<file path="config.mk">
export PLATFORM = sky130hd
export DESIGN_NAME = bp_btb_counter_ras
export DESIGN_NICKNAME = d
export VERILOG_FILES = /design/src/rtl/bp_btb_counter_ras.sv
export SDC_FILE = /design/constraint.sdc
export NUM_CORES = 2
export LEC_CHECK = 0
export BUFFER_PORTS_ARGS = -buffer_cell sky130_fd_sc_hd__buf_4
export CORE_MARGIN = 5
export CORE_UTILIZATION = 30
export DETAILED_ROUTE_END_ITERATION = 8
export REMOVE_ABC_BUFFERS = 1
export SLEW_MARGIN = 20
export SYNTH_ARGS = -nofsm -noshare
export SYNTH_HDL_FRONTEND = slang
export SYNTH_SLANG_ARGS = --single-unit
</file>
<file path="constraint.sdc">
create_clock -name clk_i -period 15 [get_ports clk_i]
set_input_delay 1.5 -clock clk_i [delete_from_list [all_inputs] [get_ports clk_i]]
set_output_delay 1.5 -clock clk_i [all_outputs]
set_load 0.02 [all_outputs]
</file>
<file path="src/rtl/bp_btb_counter_ras.sv">
// BTB + saturating direction counters + optional return-address stack.
// Optional RAS enabled by defining BP_RAS_EN.
module bp_btb_counter_ras #(
    parameter int XLEN      = 32,
    parameter int ENTRIES   = 32,
    parameter int CNT_BITS  = 2,
    parameter int RAS_DEPTH = 4
) (
    input  logic            clk_i,
    input  logic            rst_i,
    input  logic [XLEN-1:0] pc_i,
    output logic            hit_o,
    output logic            pred_taken_o,
    output logic [XLEN-1:0] pred_pc_o,
    input  logic            ex_valid_i,
    input  logic [XLEN-1:0] ex_pc_i,
    input  logic [1:0]      ex_type_i,
    input  logic            ex_call_i,
    input  logic            ex_taken_i,
    input  logic [XLEN-1:0] ex_target_i,
    input  logic            ex_pred_taken_i,
    input  logic [XLEN-1:0] ex_pred_pc_i,
    output logic [1:0]      mispredict_o,
    output logic [XLEN-1:0] correct_pc_o
);
    localparam int IDX  = $clog2(ENTRIES);
    localparam int TAGW = XLEN - IDX - 2;

    localparam logic [1:0] T_NONE = 2'b00;
    localparam logic [1:0] T_BR   = 2'b01;
    localparam logic [1:0] T_RET  = 2'b11;

    localparam logic [CNT_BITS-1:0] CMAX  = {CNT_BITS{1'b1}};
    localparam logic [CNT_BITS-1:0] CWEAK = CNT_BITS'(1) << (CNT_BITS - 1);

    logic                valid_q [ENTRIES];
    logic [TAGW-1:0]     tag_q   [ENTRIES];
    logic [XLEN-1:0]     tgt_q   [ENTRIES];
    logic [1:0]          typ_q   [ENTRIES];
    logic [CNT_BITS-1:0] cnt_q   [ENTRIES];

    logic [IDX-1:0]      f_idx, e_idx;
    logic [TAGW-1:0]     f_tag, e_tag;
    logic                act, taken, e_hit;
    logic [XLEN-1:0]     f_tgt;
    logic [CNT_BITS-1:0] cnt_d;

    assign f_idx = pc_i[IDX+1:2];
    assign f_tag = pc_i[XLEN-1:IDX+2];
    assign e_idx = ex_pc_i[IDX+1:2];
    assign e_tag = ex_pc_i[XLEN-1:IDX+2];

    assign act   = ex_valid_i && (ex_type_i != T_NONE) && !rst_i;
    assign taken = (ex_type_i == T_BR) ? ex_taken_i : (ex_type_i != T_NONE);
    assign e_hit = valid_q[e_idx] && (tag_q[e_idx] == e_tag);

`ifdef BP_RAS_EN
    localparam int RIDX = $clog2(RAS_DEPTH);

    logic [XLEN-1:0] ras_q [RAS_DEPTH];
    logic [RIDX-1:0] ras_ptr_q, ras_ptr_d, ras_wr_idx;
    logic [RIDX:0]   ras_cnt_q, ras_cnt_d;
    logic            ras_push;

    // Pop first, then push at the post-pop pointer (call+ret replaces top).
    always_comb begin
        ras_ptr_d  = ras_ptr_q;
        ras_cnt_d  = ras_cnt_q;
        ras_push   = act && ex_call_i;
        if (act && (ex_type_i == T_RET) && (ras_cnt_q != '0)) begin
            ras_ptr_d = ras_ptr_q - 1'b1;
            ras_cnt_d = ras_cnt_q - 1'b1;
        end
        ras_wr_idx = ras_ptr_d;
        if (ras_push) begin
            ras_ptr_d = ras_ptr_d + 1'b1;
            if (ras_cnt_d != (RIDX+1)'(RAS_DEPTH))
                ras_cnt_d = ras_cnt_d + 1'b1;
        end
    end

    // Stack storage, pointer and occupancy; oldest slot overwritten when full.
    always_ff @(posedge clk_i) begin
        if (rst_i) begin
            ras_ptr_q <= '0;
            ras_cnt_q <= '0;
        end else begin
            ras_ptr_q <= ras_ptr_d;
            ras_cnt_q <= ras_cnt_d;
            if (ras_push)
                ras_q[ras_wr_idx] <= ex_pc_i + XLEN'(4);
        end
    end

    // RET entries predict from the stack top when it holds anything.
    always_comb begin
        f_tgt = tgt_q[f_idx];
        if ((typ_q[f_idx] == T_RET) && (ras_cnt_q != '0))
            f_tgt = ras_q[ras_ptr_q - 1'b1];
    end
`else
    logic unused_call;
    assign unused_call = ex_call_i;
    assign f_tgt       = tgt_q[f_idx];
`endif

    // Combinational fetch lookup, forced to a miss while in reset.
    always_comb begin
        hit_o        = !rst_i && valid_q[f_idx] && (tag_q[f_idx] == f_tag);
        pred_taken_o = hit_o &&
                       (cnt_q[f_idx][CNT_BITS-1] || (typ_q[f_idx] != T_BR));
        pred_pc_o    = pred_taken_o ? f_tgt : pc_i + XLEN'(4);
    end

    // Misprediction class and redirect target for the execute instruction.
    always_comb begin
        mispredict_o = 2'b00;
        correct_pc_o = taken ? ex_target_i : ex_pc_i + XLEN'(4);
        if (act) begin
            if (ex_pred_taken_i && !taken)
                mispredict_o = 2'b01;
            else if (!ex_pred_taken_i && taken)
                mispredict_o = 2'b10;
            else if (ex_pred_taken_i && taken && (ex_pred_pc_i != ex_target_i))
                mispredict_o = 2'b11;
        end
    end

    // Next counter value for a hit: saturating for BR, pinned high otherwise.
    always_comb begin
        cnt_d = cnt_q[e_idx];
        if (ex_type_i != T_BR)
            cnt_d = CMAX;
        else if (ex_taken_i && (cnt_q[e_idx] != CMAX))
            cnt_d = cnt_q[e_idx] + 1'b1;
        else if (!ex_taken_i && (cnt_q[e_idx] != '0))
            cnt_d = cnt_q[e_idx] - 1'b1;
    end

    // Table update: refresh on hit, allocate on taken miss.
    always_ff @(posedge clk_i) begin
        if (rst_i) begin
            for (int i = 0; i < ENTRIES; i++) begin
                valid_q[i] <= 1'b0;
                cnt_q[i]   <= CWEAK;
            end
        end else if (act) begin
            if (e_hit) begin
                tgt_q[e_idx] <= ex_target_i;
                typ_q[e_idx] <= ex_type_i;
                cnt_q[e_idx] <= cnt_d;
            end else if (taken) begin
                valid_q[e_idx] <= 1'b1;
                tag_q[e_idx]   <= e_tag;
                tgt_q[e_idx]   <= ex_target_i;
                typ_q[e_idx]   <= ex_type_i;
                cnt_q[e_idx]   <= CWEAK;
            end
        end
    end

endmodule

</file>
# After elaboration in Yosys (flattened, before gate mapping)
# Memories as Yosys holds them, arrays and structs flattened.
# Index checks and enable logic that the tools add are counted.
# classes
addsub,4
n_eq_ne,7
mux,30
n_bitwise,3
n_reduce_logical,21
# ops
operator,n
$mux 32,3
$add 32x3->32 const B,2
$eq 25x25->1,2
$ne 32x32->1,1
$mux 2,10
$mux 1,15
$logic_and 1x1->1,12
$mux 5,2
$logic_not 1->1,4
$ne 2x1->1 const B,2
$reduce_bool 2->1,2
$or 1x1->1,3
$add 2x1->2 const B,1
$eq 2x1->1 const B,1
$ne 2x2->1 const B,1
$reduce_or 2->1,1
$sub 2x1->2 const B,1
$logic_or 1x1->1,1
$reduce_or 1->1,1
# word_totals
regBits,0
ramBits,1984
elab_cells,70
memories,5
# mem_list
memory,depth,width,read_ports,rd_clocked_by_memory_dff,write_ports,line,rtl
tgt_q,32,32,1,0,1,38,logic [XLEN-1:0] tgt_q [ENTRIES];
tag_q,32,25,2,0,1,37,logic [TAGW-1:0] tag_q [ENTRIES];
cnt_q,32,2,2,0,32,40,logic [CNT_BITS-1:0] cnt_q [ENTRIES];
typ_q,32,2,1,0,1,39,logic [1:0] typ_q [ENTRIES];
valid_q,32,1,2,0,32,36,logic valid_q [ENTRIES];

# Depth between registers and ports, before layout
# depth
word_depth,10
mapped_depth,20
depth_no_buf,11

# Worst setup path after synthesis
# OpenSTA, ideal clock, no wires.
# synth_path
kind,input to register
start,input port ex_pc_i[2]
end,"memory tgt_q[11][0], enable pin"
t_arrival_ns,6.174
required_time_ns,14.575
slack_ns,8.401
path_stages,17
path_buffers,8
path_cell_list,buf_2 > buf_4 > buf_4 > buf_6 > buf_2 > mux2i_1 > o22ai_1 > a2111oi_0 > a21oi_1 > nor4_1 > nand4_1 > or4_1 > buf_2 > a2bb2oi_1 > buf_6 > buf_2 > nor2_1
# synth_via
elab_chain_cells,8
# synth_rtl
item,line,rtl
from (decl),16,"input logic [XLEN-1:0] ex_pc_i,"
$mem_v2 32x25,-,
$eq 25x25->1,55,assign e_hit = valid_q[e_idx] && (tag_q[e_idx] == e_tag);
$logic_and 1x1->1,55,
$mux 1,148,if (e_hit) begin
$mux 1,147,end else if (act) begin
$mux 1,142,if (rst_i) begin
"$mux 1, on equally long branches","149, 155",
$or 1x1->1 (no line),-,
to (decl),38,
# Parallel ways exist; a longest one is shown, timed or not.

# Worst setup path after layout
# layout_path
start,input port pc_i[2]
end,output port pred_pc_o[9]
# layout_via
elab_chain_cells,5
# layout_rtl
item,line,rtl
from (decl),11,"input logic [XLEN-1:0] pc_i,"
"$mem_v2 32x25, or another cell as far along",-,
"$eq 25x25->1, or another cell as far along",109,hit_o = !rst_i && valid_q[f_idx] && (tag_q[f_idx] == f_tag);
$logic_and 1x1->1 / $logic_or 1x1->1 (equally long branches),"109, 111",
$logic_and 1x1->1,110,pred_taken_o = hit_o &&
$mux 32 *,112,pred_pc_o = pred_taken_o ? f_tgt : pc_i + XLEN'(4);
to (decl),14,"output logic [XLEN-1:0] pred_pc_o,"
# Mark *: on every way between the ends. The rest lies on a longest branch, timed or not.

==> run summary <==
Worst-path clk slew -> 0.06 ns
period utilisation layout -> 64.4%
Worst Tran Pin Value -> 1.11 ns
Max Cap Viol -> 0
Initial Utilization -> 30.1%
Seq/Total Area, Yosys -> 69.1%
CTS Hold Bufs -> 0
vias in the first global route -> 48817
DRT iter0 DRCs -> 6580
fraction of layout cells with a size suffix above 1 -> 26.5%
DIE WIDTH -> 545 um
Async SR Flop Fraction -> 0%
Total GRT Usage -> 19.1%
commonest cells after routing, fill and taps aside -> edfxtp_1 (1952), mux4_2 (555), mux2i_1 (459), buf_4 (362), clkbuf_16 (196)
crit-path most repeated cell -> or3_1
Cell variety after synth -> 72
CP Cell Sequence -> buf_8 > buf_12 > nand3b_1 > o22ai_1 > or3_1 > o221ai_1 > a2111oi_0 > nand4_1 > or3_1 > or4b_4 > mux2i_1 > buf_4
Seq cells post-synth -> 1984
CTS root buf -> clkbuf_16
Finished Cell Area -> 0.0986 mm2
largest net degree at the start of global routing -> 91
CORE AREA -> 0.285 mm2
IO Count -> 204
CTS tree -> built
Peak Freq -> 103 MHz
initial antenna violation count -> 36
Mapped Area -> 0.0858 mm2
Slowest cell on crit path -> nand3b_1
CTS HTree Levels -> 4
CTS max path bufs -> 3
Synth Area per Inst -> 18.9 um2
Sum Neg Setup Slack -> 0 ns
cts bufs inserted -> 192
Crit path depth -> 12
crit-path max FO -> 83
WL per Instance -> 33.6 um
Final HPWL DP -> 169000 um
Pwr Density -> 120 mW/mm2
status -> finished clean
critical path launch point -> pc_i[2]
pre-CTS setup slack -> 5.23 ns
num rows -> 196
grt total ovfl -> 0
worst min-delay path class -> reg2reg
global placement routability congestion -> 0.841
most common cell after layout, fill and taps aside -> edfxtp_1
Post-Route Utilization -> 34.6%
Yosys top cell area share -> 68.3%
CTS sink cnt -> 1984
Leak -> 0.0312 uW
die area -> 0.297 mm2
top area cells in the synthesized netlist -> edfxtp_1 (68%), mux4_2 (15%), mux2i_1 (5.4%)
Syn Inst Count -> 4539
DP Area -> 0.0924 mm2
worst hold path cell count -> 1
Critical Path Sink Type -> primary output
nets -> 4919
Final Hold Fails -> 0
Vias -> 49447
post-cts sizing count -> 0
Via density -> 5.68
Slew Viols, Final -> 0
Multi-input gate area -> 0.0255 mm2
arrival time at the worst endpoint -> 8.16 ns
R2R Path Start -> tag_q[31][18]$_DFFE_PP_
worst reg-to-reg path cell count -> 12
WP data required -> 13.50 ns
final worst setup slack -> 5.34 ns
ys flop type -> edfxtp_1
WP buf/inv -> 3
minimum clock period -> 9.66 ns
RSZ-0062 raised after global routing -> false
Worst Skew -> 0.0464 ns
CP Class -> in2out
HP Start -> valid_q[2]$_DFF_P_
EDFF count, synth -> 1952
CP top delay family -> simple AND/OR/NAND/NOR gates
global-route wire length before repair -> 397000 um
I/O Buffers -> 202
DRT Pass-1 Iters -> 6
DRT Wirelength -> 292000 um
Die Ht -> 545 um
Skew-Pair Late Insertion Delay -> 0.85 ns
Yosys warning count -> 0
area delta synth->final -> 14.9%
Post-route DRC -> 0
FILL cells -> 26793
antenna-violating nets left -> 0
total power draw -> 11800 uW
slowest stage delay, CP -> 0.93 ns
Slew headroom -> 24.3%
number of setup buffers added after CTS -> 0
FF+latch area -> 0.0593 mm2
Finish-stage setup viols -> 0
top cell type by total area after synthesis -> edfxtp_1
VDD IR max -> 104 uV
Critical Path Start Type -> input pin
[per-stage QoR]
stage,hold WS (ns),std cells
floorplan,0.442,4211
global placement,0.454,8344
detailed placement,0.465,8344
CTS,0.478,8695
global route,0.491,8704
finish,0.477,8706
[sequential cells by signal, summed over array words and instances, names as in the netlist]
name     count
typ_q       64
tag_q      800
valid_q     32
cnt_q       64
tgt_q     1024
[Yosys cell counts (14+ instances only)]
master / instances
nor3_1: 39
o21ai_1: 33
a22oi_1: 56
nor4b_1: 14
xnor2_1: 46
edfxtp_1: 1952
o21ai_0: 42
a22o_1: 23
buf_4: 40
nor4_1: 24
a211oi_1: 26
o2bb2ai_1: 33
buf_1: 44
buf_2: 93
mux2i_1: 459
nand3_1: 42
a21oi_1: 56
o221ai_1: 31
and4_1: 37
mux4_2: 555
xor2_1: 70
nand4_1: 52
nand2_1: 116
o22ai_1: 152
and3_1: 18
dfxtp_1: 32
nor2_1: 113
clkbuf_1: 143
inv_1: 15
[layer usage]
| layer | vias up | global-route usage (%) | part of all wire, % |
|---|---|---|---|
| li1 | 19589 | - | - |
| met1 | 26281 | 24.7 | 38 |
| met2 | 2909 | 30.8 | 48 |
| met3 | 658 | 3.99 | 9.4 |
| met4 | 10 | 9.23 | 5.4 |
| met5 | - | 0 | 0.021 |
[worst register-to-register path: stages, from the launching register on]
cell       delay, ns
edfxtp_1        0.37
mux4_2          0.47
a22o_1          0.25
a2111oi_0       0.87
a21oi_1         0.29
nor4_1          0.80
nand4_1         0.36
or4_1           0.99
a2bb2oi_4       0.31
buf_4           0.33
buf_4           0.45
nor2_4          0.82
buf_4           0.58
[power breakdown]
group	switching (uW)	leakage (uW)	internal [uW]
combinational	570	0.0105	314
sequential	9.39	0.0178	6110
clock	2140	0.00298	2660
total	2720	0.0312	9090
[cell type report]
| type | instances | area share [%] |
|---|---|---|
| multi-input cells | 2211 | 25.8 |
| clock buffers | 237 | 5.13 |
| clock inverters | 114 | 1.13 |
| inverters | 16 | 0.0635 |
| repair buffers | 371 | 2.90 |
| well taps | 3762 | 4.78 |
| flip-flops and latches | 1984 | 60.1 |
| diodes | 11 | 0.0279 |
[cells by family after synthesis]
family | share of synthesized area [%]
simple gates | 3.60
compound gates | 4.06
fa+ha+maj | 0.102
xor+xnor | 1.18
mux | 20.1
flops | 69.1
buf+inv | 1.89
[worst paths after layout]
check / end / slack, ns
worst max register to register: tgt_q[17][22]$_DFFE_PP_ / 7.74
worst min-delay path: valid_q[2]$_DFF_P_ / 0.48
worst max-delay path: pred_pc_o[9] / 5.34
worst min register to register: valid_q[2]$_DFF_P_ / 0.48
Note: power is estimated with default switching activity, not from simulation.
